--- src/rtl/tmds_pkg.sv ---
// tmds_pkg: constants and types shared by the TMDS receive path.
//  - TMDS_CTRL_xx : the four 10-bit control tokens (shared with tmds_encoder)
//  - tmds_state_e : word-alignment FSM states
package tmds_pkg;

  localparam logic [9:0] TMDS_CTRL_00 = 10'h354;
  localparam logic [9:0] TMDS_CTRL_01 = 10'h0AB;
  localparam logic [9:0] TMDS_CTRL_10 = 10'h154;
  localparam logic [9:0] TMDS_CTRL_11 = 10'h2AB;

  typedef enum logic [1:0] {
    SEARCH = 2'd0,
    SLIP   = 2'd1,
    LOCKED = 2'd2
  } tmds_state_e;

endpackage

--- src/rtl/tmds_symbol_decode.sv ---
// tmds_symbol_decode: combinational classification and decode of one TMDS symbol.
// Ports:
//  sym     in  10  TMDS symbol, bit 0 first on the wire
//  is_ctrl out 1   symbol is one of the four control tokens
//  ctrl    out 2   control value (meaningful when is_ctrl=1)
//  data    out 8   decoded pixel byte (meaningful when is_ctrl=0)
module tmds_symbol_decode
  import tmds_pkg::*;
(
  input  logic [9:0] sym,
  output logic       is_ctrl,
  output logic [1:0] ctrl,
  output logic [7:0] data
);

  logic [7:0] q;

  always_comb begin
    is_ctrl = 1'b0;
    ctrl    = 2'b00;
    // Undo the optional inversion (bit 9), then undo the XOR/XNOR chain (bit 8).
    q       = sym[9] ? ~sym[7:0] : sym[7:0];
    data    = 8'h00;
    data[0] = q[0];
    for (int i = 1; i < 8; i++) begin
      data[i] = sym[8] ? (q[i] ^ q[i-1]) : ~(q[i] ^ q[i-1]);
    end
    case (sym)
      TMDS_CTRL_00: begin is_ctrl = 1'b1; ctrl = 2'b00; end
      TMDS_CTRL_01: begin is_ctrl = 1'b1; ctrl = 2'b01; end
      TMDS_CTRL_10: begin is_ctrl = 1'b1; ctrl = 2'b10; end
      TMDS_CTRL_11: begin is_ctrl = 1'b1; ctrl = 2'b11; end
      default:      begin is_ctrl = 1'b0; ctrl = 2'b00; end
    endcase
  end

endmodule

--- src/rtl/tmds_decoder.sv ---
// tmds_decoder: one TMDS channel receiver. Two-stage decode pipeline plus a
// word-alignment FSM that requests bitslips until control-token runs appear.
// Stream interface: one symbol per clk_pix cycle, no valid/ready; the
// deserialiser cannot be stalled, so every cycle carries a symbol.
// Ports:
//  clk_pix   in   1   pixel clock
//  rst       in   1   asynchronous active-high reset
//  sym_in    in   10  TMDS symbol from the 1:10 deserialiser
//  data_out  out  8   decoded pixel data (valid when de=1)
//  ctrl_out  out  2   decoded control bits (valid when de=0)
//  de        out  1   1 = data symbol, 0 = control token
//  locked    out  1   word alignment established
//  bitslip   out  1   one-cycle request to shift the word boundary
//  fsm_state out  2   alignment FSM state (debug)
module tmds_decoder
  import tmds_pkg::*;
#(
  parameter int CTRL_RUN       = 32,
  parameter int SEARCH_TIMEOUT = 1024,
  parameter int SLIP_WAIT      = 16,
  parameter int LOSS_TIMEOUT   = 4096
) (
  input  logic        clk_pix,
  input  logic        rst,
  input  logic [9:0]  sym_in,
  output logic [7:0]  data_out,
  output logic [1:0]  ctrl_out,
  output logic        de,
  output logic        locked,
  output logic        bitslip,
  output tmds_state_e fsm_state
);

  localparam int RUN_W = $clog2(CTRL_RUN) + 1;
  localparam int TMO_W = $clog2(SEARCH_TIMEOUT) + 1;
  localparam int GAP_W = $clog2(LOSS_TIMEOUT) + 1;

  localparam logic [RUN_W-1:0] RUN_MAX   = RUN_W'(CTRL_RUN);
  localparam logic [RUN_W-1:0] RUN_LAST  = RUN_W'(CTRL_RUN - 1);
  localparam logic [TMO_W-1:0] TMO_LAST  = TMO_W'(SEARCH_TIMEOUT - 1);
  // tmo_cnt doubles as the settle timer while in SLIP.
  localparam logic [TMO_W-1:0] SLIP_LAST = TMO_W'(SLIP_WAIT - 1);
  localparam logic [GAP_W-1:0] GAP_LAST  = GAP_W'(LOSS_TIMEOUT - 1);

  logic       dec_is_ctrl;
  logic [1:0] dec_ctrl;
  logic [7:0] dec_data;

  tmds_symbol_decode u_sym_dec (
    .sym     (sym_in),
    .is_ctrl (dec_is_ctrl),
    .ctrl    (dec_ctrl),
    .data    (dec_data)
  );

  // Stage 1: classified symbol.
  logic       s1_is_ctrl;
  logic [1:0] s1_ctrl;
  logic [7:0] s1_data;

  always_ff @(posedge clk_pix or posedge rst) begin
    if (rst) begin
      s1_is_ctrl <= 1'b0;
      s1_ctrl    <= 2'b00;
      s1_data    <= 8'h00;
    end else begin
      s1_is_ctrl <= dec_is_ctrl;
      s1_ctrl    <= dec_ctrl;
      s1_data    <= dec_data;
    end
  end

  // Stage 2: outputs. The field not carried by the current symbol holds.
  always_ff @(posedge clk_pix or posedge rst) begin
    if (rst) begin
      data_out <= 8'h00;
      ctrl_out <= 2'b00;
      de       <= 1'b0;
    end else begin
      de <= ~s1_is_ctrl;
      if (s1_is_ctrl) ctrl_out <= s1_ctrl;
      else            data_out <= s1_data;
    end
  end

  // Alignment FSM, driven by the stage-1 classification.
  tmds_state_e      state, state_nxt;
  logic [RUN_W-1:0] run_cnt, run_nxt;
  logic [TMO_W-1:0] tmo_cnt, tmo_nxt;
  logic [GAP_W-1:0] gap_cnt, gap_nxt;
  logic             slip_req;

  always_ff @(posedge clk_pix or posedge rst) begin
    if (rst) begin
      state   <= SEARCH;
      run_cnt <= '0;
      tmo_cnt <= '0;
      gap_cnt <= '0;
    end else begin
      state   <= state_nxt;
      run_cnt <= run_nxt;
      tmo_cnt <= tmo_nxt;
      gap_cnt <= gap_nxt;
    end
  end

  always_comb begin
    state_nxt = state;
    run_nxt   = run_cnt;
    tmo_nxt   = tmo_cnt;
    gap_nxt   = gap_cnt;
    slip_req  = 1'b0;
    case (state)
      SEARCH: begin
        if (s1_is_ctrl) run_nxt = (run_cnt == RUN_MAX) ? run_cnt : run_cnt + RUN_W'(1);
        else            run_nxt = '0;
        tmo_nxt = (tmo_cnt == TMO_LAST) ? tmo_cnt : tmo_cnt + TMO_W'(1);
        // Lock is declared on the token that brings the run to CTRL_RUN, and
        // takes priority over a timeout landing in the same cycle.
        if (s1_is_ctrl && run_cnt >= RUN_LAST) begin
          state_nxt = LOCKED;
          tmo_nxt   = '0;
          gap_nxt   = '0;
        end else if (tmo_cnt == TMO_LAST) begin
          state_nxt = SLIP;
          slip_req  = 1'b1;
          run_nxt   = '0;
          tmo_nxt   = '0;
        end
      end
      SLIP: begin
        run_nxt = '0;
        if (tmo_cnt == SLIP_LAST) begin
          state_nxt = SEARCH;
          tmo_nxt   = '0;
        end else begin
          tmo_nxt = tmo_cnt + TMO_W'(1);
        end
      end
      LOCKED: begin
        // Lock drops on the data symbol that arrives with the gap already full.
        if (s1_is_ctrl) begin
          gap_nxt = '0;
        end else if (gap_cnt == GAP_LAST) begin
          state_nxt = SEARCH;
          run_nxt   = '0;
          tmo_nxt   = '0;
        end else begin
          gap_nxt = gap_cnt + GAP_W'(1);
        end
      end
      default: begin
        state_nxt = SEARCH;
        run_nxt   = '0;
        tmo_nxt   = '0;
        gap_nxt   = '0;
      end
    endcase
  end

  // bitslip is asserted only in SEARCH; the next cycle is always SLIP, so
  // it can never be high on two consecutive cycles.
  assign bitslip   = slip_req;
  assign locked    = (state == LOCKED);
  assign fsm_state = state;

endmodule

--- config.mk ---
export PLATFORM = sky130hd
export DESIGN_NAME = tmds_decoder
export DESIGN_NICKNAME = d
export VERILOG_FILES = /design/src/rtl/tmds_pkg.sv /design/src/rtl/tmds_symbol_decode.sv /design/src/rtl/tmds_decoder.sv
export SDC_FILE = /design/constraint.sdc
export NUM_CORES = 1
export LEC_CHECK = 0
export ABC_AREA = 1
export ABC_CLOCK_PERIOD_IN_PS = 1650
export CAP_MARGIN = 20
export CORE_UTILIZATION = 57
export CTS_BUF_LIST = sky130_fd_sc_hd__clkbuf_16
export DETAILED_ROUTE_END_ITERATION = 12
export DONT_BUFFER_PORTS = 1
export PLACE_DENSITY = 0.75
export SYNTH_ARGS = -nofsm -noshare
export SYNTH_HDL_FRONTEND = slang
export SYNTH_SLANG_ARGS = --single-unit
--- constraint.sdc ---
create_clock -name clk_pix -period 1.65 [get_ports clk_pix]
set_clock_uncertainty 0.15 [all_clocks]
set_input_delay 0.33 -clock clk_pix [delete_from_list [all_inputs] [get_ports clk_pix]]
set_output_delay 0.33 -clock clk_pix [all_outputs]
set_load 0.03 [all_outputs]
# After elaboration in Yosys (flattened, before gate mapping)
# Cells that the tools add are included.
# totals
mem_bits_ro,0
wordCells,89
latchBits,0
ff_bits,54
n_memories,0
output_inout_bits,15
mem_bits_rw,0
# op_classes
magnitude_cmp,1
mul,0
div_mod_pow,0
reduce_logical,6
eq_ne,16
n_bitwise,17
addsub,3
shift,0
n_mux,36
# op_table
op,n
11-bit two-way mux,5
13-bit two-way mux,3
13-bit case mux with 3 select lines,1
6-bit two-way mux,6
11-bit case mux with 3 select lines,1
"10-bit equality test, second input constant",2
"13-bit by 1-bit adder with 13-bit output, second input constant",1
"13-bit by 12-bit equality test with 1-bit output, second input constant",1
2-bit case mux with 3 select lines,2
6-bit case mux with 2 select lines,1
"11-bit by 1-bit adder with 11-bit output, second input constant",1
"11-bit by 10-bit equality test with 1-bit output, second input constant",1
"11-bit by 4-bit equality test with 1-bit output, second input constant",1
1-bit two-way mux,11
"10-bit by 8-bit equality test with 1-bit output, second input constant",1
"10-bit by 9-bit equality test with 1-bit output, second input constant",1
2-bit two-way mux,5
1-bit inverter,9
8-bit two-way mux,1
8-bit inverter,1
1-bit bitwise XOR,7
"6-bit by 1-bit adder with 6-bit output, second input constant",1
"6-bit equality test, second input constant",1
"6-bit by 5-bit >= comparator with 1-bit output, second input constant",1
11 further kinds,14

# Depth between registers and ports, before layout
# logic_depth
ltp_word,6
depth_mapped,10

# Hierarchy
# Synthesis repeated with hierarchy kept, for this count alone.
# hier_totals
hier_cells,404
hier_area_um2,3076.7
# by_module_without_submodules
mod,seq_area_each_um2,instances,area_per_inst_um2,cells_per_inst
tmds_decoder,1351.3,1,2826.5,346
tmds_symbol_decode,0.0,1,250.2,58

# Worst setup path before layout
# Ideal clock, no wire load.
# synth_timing
path_kind,register to output
start,reg tmo_cnt[0]
end,out bitslip
t_required_ns,1.170
t_arrival_ns,1.540
slack_ns,-0.370
path_buffers,0
path_stages_with_launch,8
path_cell_list,dfrtp_1 -> ha_1 -> nand2_1 -> nor2_4 -> nand3b_1 -> nor2_2 -> inv_1 -> nor2_1
# synth_between
elab_chain_cells,4
# synth_lines
element,line_no,text
"start, declared",tmds_decoder.sv:89,"logic [TMO_W-1:0] tmo_cnt, tmo_nxt;"
"start signal, assigned",tmds_decoder.sv:102,tmo_cnt <= tmo_nxt;
11-bit by 10-bit equality test with 1-bit output,tmds_decoder.sv:124,end else if (tmo_cnt == TMO_LAST) begin
1-bit two-way mux,tmds_decoder.sv:124,
1-bit two-way mux,tmds_decoder.sv:120,if (s1_is_ctrl && run_cnt >= RUN_LAST) begin
1-bit two-way mux,tmds_decoder.sv:113,case (state)
"end, declared",tmds_decoder.sv:30,"output logic bitslip,"
# No other way between the ends.

# Worst setup path after layout
# layout_timing
start,reg tmo_cnt[1]
end,out bitslip
# Same word-level chain as after synthesis.

==> reports/metrics.yaml <==
syn_area_um2: 3088
cp.arrival_ns: 1.56
synth.distinct_cells: 27
post-route-period-util_pct: 123.7
final-setup-viol-count: 22
drc: 0
grt_pass1_vias: 2610
drive_gt1_share_pct: 25.51
portBuffers: 0
clock-sinks: 54
leakage_nw: 1.872
die_h_um: 75.61
grt_overflow_total: 0
ant_nets: 0
ys_ff_latch: 54
fmax_mhz: 489.9
crit_type: "register to output port"
status: "complete, but fails checks"
path_max_fanout: 2
maxSlewHeadroom_pct: 67.21
wl_per_cell_um: 13.73
min_path_type: "input pin to register"
viasPerCell: 5.228
syn_inst: 389
cts_tree: "done"
min-delay-start: "sym_in[9]"
wirelength_mm: 7.042
htreeDepth: 2
violations: "setup timing"
drv_slew: 0
endpoint_kind: "output port"
power_density_nw_per_um2: 713.9
std_cell_rows: 26
grt_pass1_wl_mm: 11.18
cts_buffers: 5
grt_max_degree: 36
synth.net_count: 411
ios: 27
syn_area_per_cell_um2: 7.938
ys_seq_area_share_pct: 43.76
synth_area_leader_cell: "dfrtp_1"
final_common_cell: "nand2_1"
hold_viol_final: 0
core_um2: 5172
die_w_um: 75.61
diodes: 0
required_ns: 1.17
num_vias: 2682
irDropWorstVdd_v: 0.0005173
rsz0062_at_grt: "true"
cp-startpoint: "tmo_cnt[1]$_DFFE_PP0P_"
antenna_found_initial: 0
synthTopCellsByArea: "dfrtp_1 44%, nand2_1 13%, inv_1 6.4%, nand3_1 6.3%, xor2_1 4.5%"
cts_root_buffer: "clkbuf_16"
cap_violations: 0
start_util_pct: 59.70
syn_to_final_growth_pct: 26.26
rr_startpoint: "run_cnt[0]$_DFFE_PP0P_"
fillers: 371
total_power_mw: 2.783
worst_slack_ns: -0.3911
insertion_delay_ns: 0.29
layout_min_cycle_time_ns: 2.041
drtIter0Drc: 155
post-route-util_pct: 75.37
tightest_slew_ns: 0.4908
place.gp.congestion: 0.8961
yosys_warnings: 0
mostFrequentLayoutCells: "98 x nand2_1, 53 x dfrtp_1, 49 x inv_1"
clk_pin_slew_ns: 0.07
hpwl_mm: 4.555
layout.nets: 464
worstSetupStartpointType: "register"
die_area_um2: 5716
grtUsageTotal_pct: 25.96
clk_path_buf_depth: 2
synth_top_area_share_pct: 43.76
drtPass1Iterations: 4
==> cell families (layout without fill, tap and decap cells) <==
group	Yosys count	count (layout)	synth area share (%)
AOI/OAI and AO/OA	22	22	4.660
DFF	54	54	43.76
buffers and inverters	62	116	8.266
xor gates and xnor gates	20	20	5.672
and+or+nand+nor	221	221	33.59
adders and majority gates	10	10	4.052
==> per-stage QoR <==
| step | setup slack, ns | std cells | TNS (ns) | hold WS [ns] | area [µm²] |
|---|---|---|---|---|---|
| final | -0.3911 | 513 | -1.813 | 0.04134 | 3899 |
| after floorplan | -0.1745 | 389 | -0.1745 | 0.2477 | 3113 |
| after global routing | -0.4657 | 513 | -3.699 | 0.04342 | 3899 |
| after CTS | -0.3543 | 505 | -0.3852 | 0.01257 | 3724 |
| after global placement | -0.005029 | 492 | -0.005029 | 0.09854 | 3496 |
| after detailed placement | -0.03984 | 492 | -0.05707 | 0.1077 | 3496 |
==> registers in the layout, indices dropped and copies added (netlist names) <==
name / cells
de: 1
s1_data: 8
ctrl_out: 2
data_out: 8
s1_is_ctrl: 1
gap_cnt: 13
s1_ctrl: 2
fsm_state: 2
tmo_cnt: 11
run_cnt: 6
==> layout make-up <==
type                            instances  area (µm²)  area share (%)
Timing Repair Buffer                   54       478.0           12.26
Tap cell                               70       87.58           2.246
Inverter                               54       206.4           5.295
Multi-Input combinational cell        273        1608           41.24
Sequential cell                        54        1353           34.69
Clock buffer                            5       125.1           3.209
Clock inverter                          3       41.29           1.059
==> critical path, cell delays in order (launching register included) <==
cell and delay, ns:
dfrtp_1 0.37, ha_2 0.20, nand2_2 0.07, nor2_4 0.09, nand3b_1 0.12, nor2_2 0.12
inv_1 0.09, nor2_4 0.22
==> Yosys cell counts <==
cell and number:
and2_1 1, buf_12 1, buf_2 5, clkbuf_1 2, dfrtp_1 54, ha_1 10, inv_1 53, inv_2 1
nand2_1 103, nand2_2 12, nand2_4 2, nand3_1 39, nand3_2 2, nand3b_1 1, nand4_1 17, nor2_1 27
nor2_2 1, nor2_4 4, nor3_1 8, nor4_1 1, o21a_1 1, o21ai_0 12, o21ai_2 7, o21bai_1 2
or2_2 3, xnor2_1 4, xor2_1 16
==> power breakdown <==
group / switching (mW) / internal [mW] / total (mW)
clock: 0.482 / 0.711 / 1.19
sequential: 0.0877 / 1.38 / 1.47
combinational: 0.0721 / 0.0520 / 0.124
total: 0.642 / 2.14 / 2.78
==> worst paths after layout <==
path | end | slack (ns) | depth (start not counted)
hold reg to reg | data_out[4]$_DFFE_PP0N_ | 0.29 | 2
min in group asynchronous | run_cnt[5]$_DFFE_PP0P_ | 0.40 | 2
setup reg to reg | gap_cnt[3]$_DFFE_PP0P_ | -0.12 | 11
hold / removal | s1_ctrl[1]$_DFF_PP0_ | 0.04 | 2
max in group asynchronous | data_out[4]$_DFFE_PP0N_ | 0.44 | 3
setup / recovery | bitslip | -0.39 | 7
==> per-layer routing <==
layer,track usage [%],share of wire (%),vias to the layer above
li1,-,-,1340
met1,32.85,43,1275
met2,45.54,50,61
met3,4.894,5.3,6
met4,7.407,0.78,0
met5,0,0,-
==> timing repair <==
action | 4_1_cts | 5_1_grt
setup endpoints to repair | 21 | 33
pin swaps | 1 | 21
hold buffers | 5 | 0
setup buffers | 0 | 12
hold endpoints to repair | 29 | 0
gates resized for setup | 4 | 35
No activity file was read; power rests on OpenSTA's default activity.
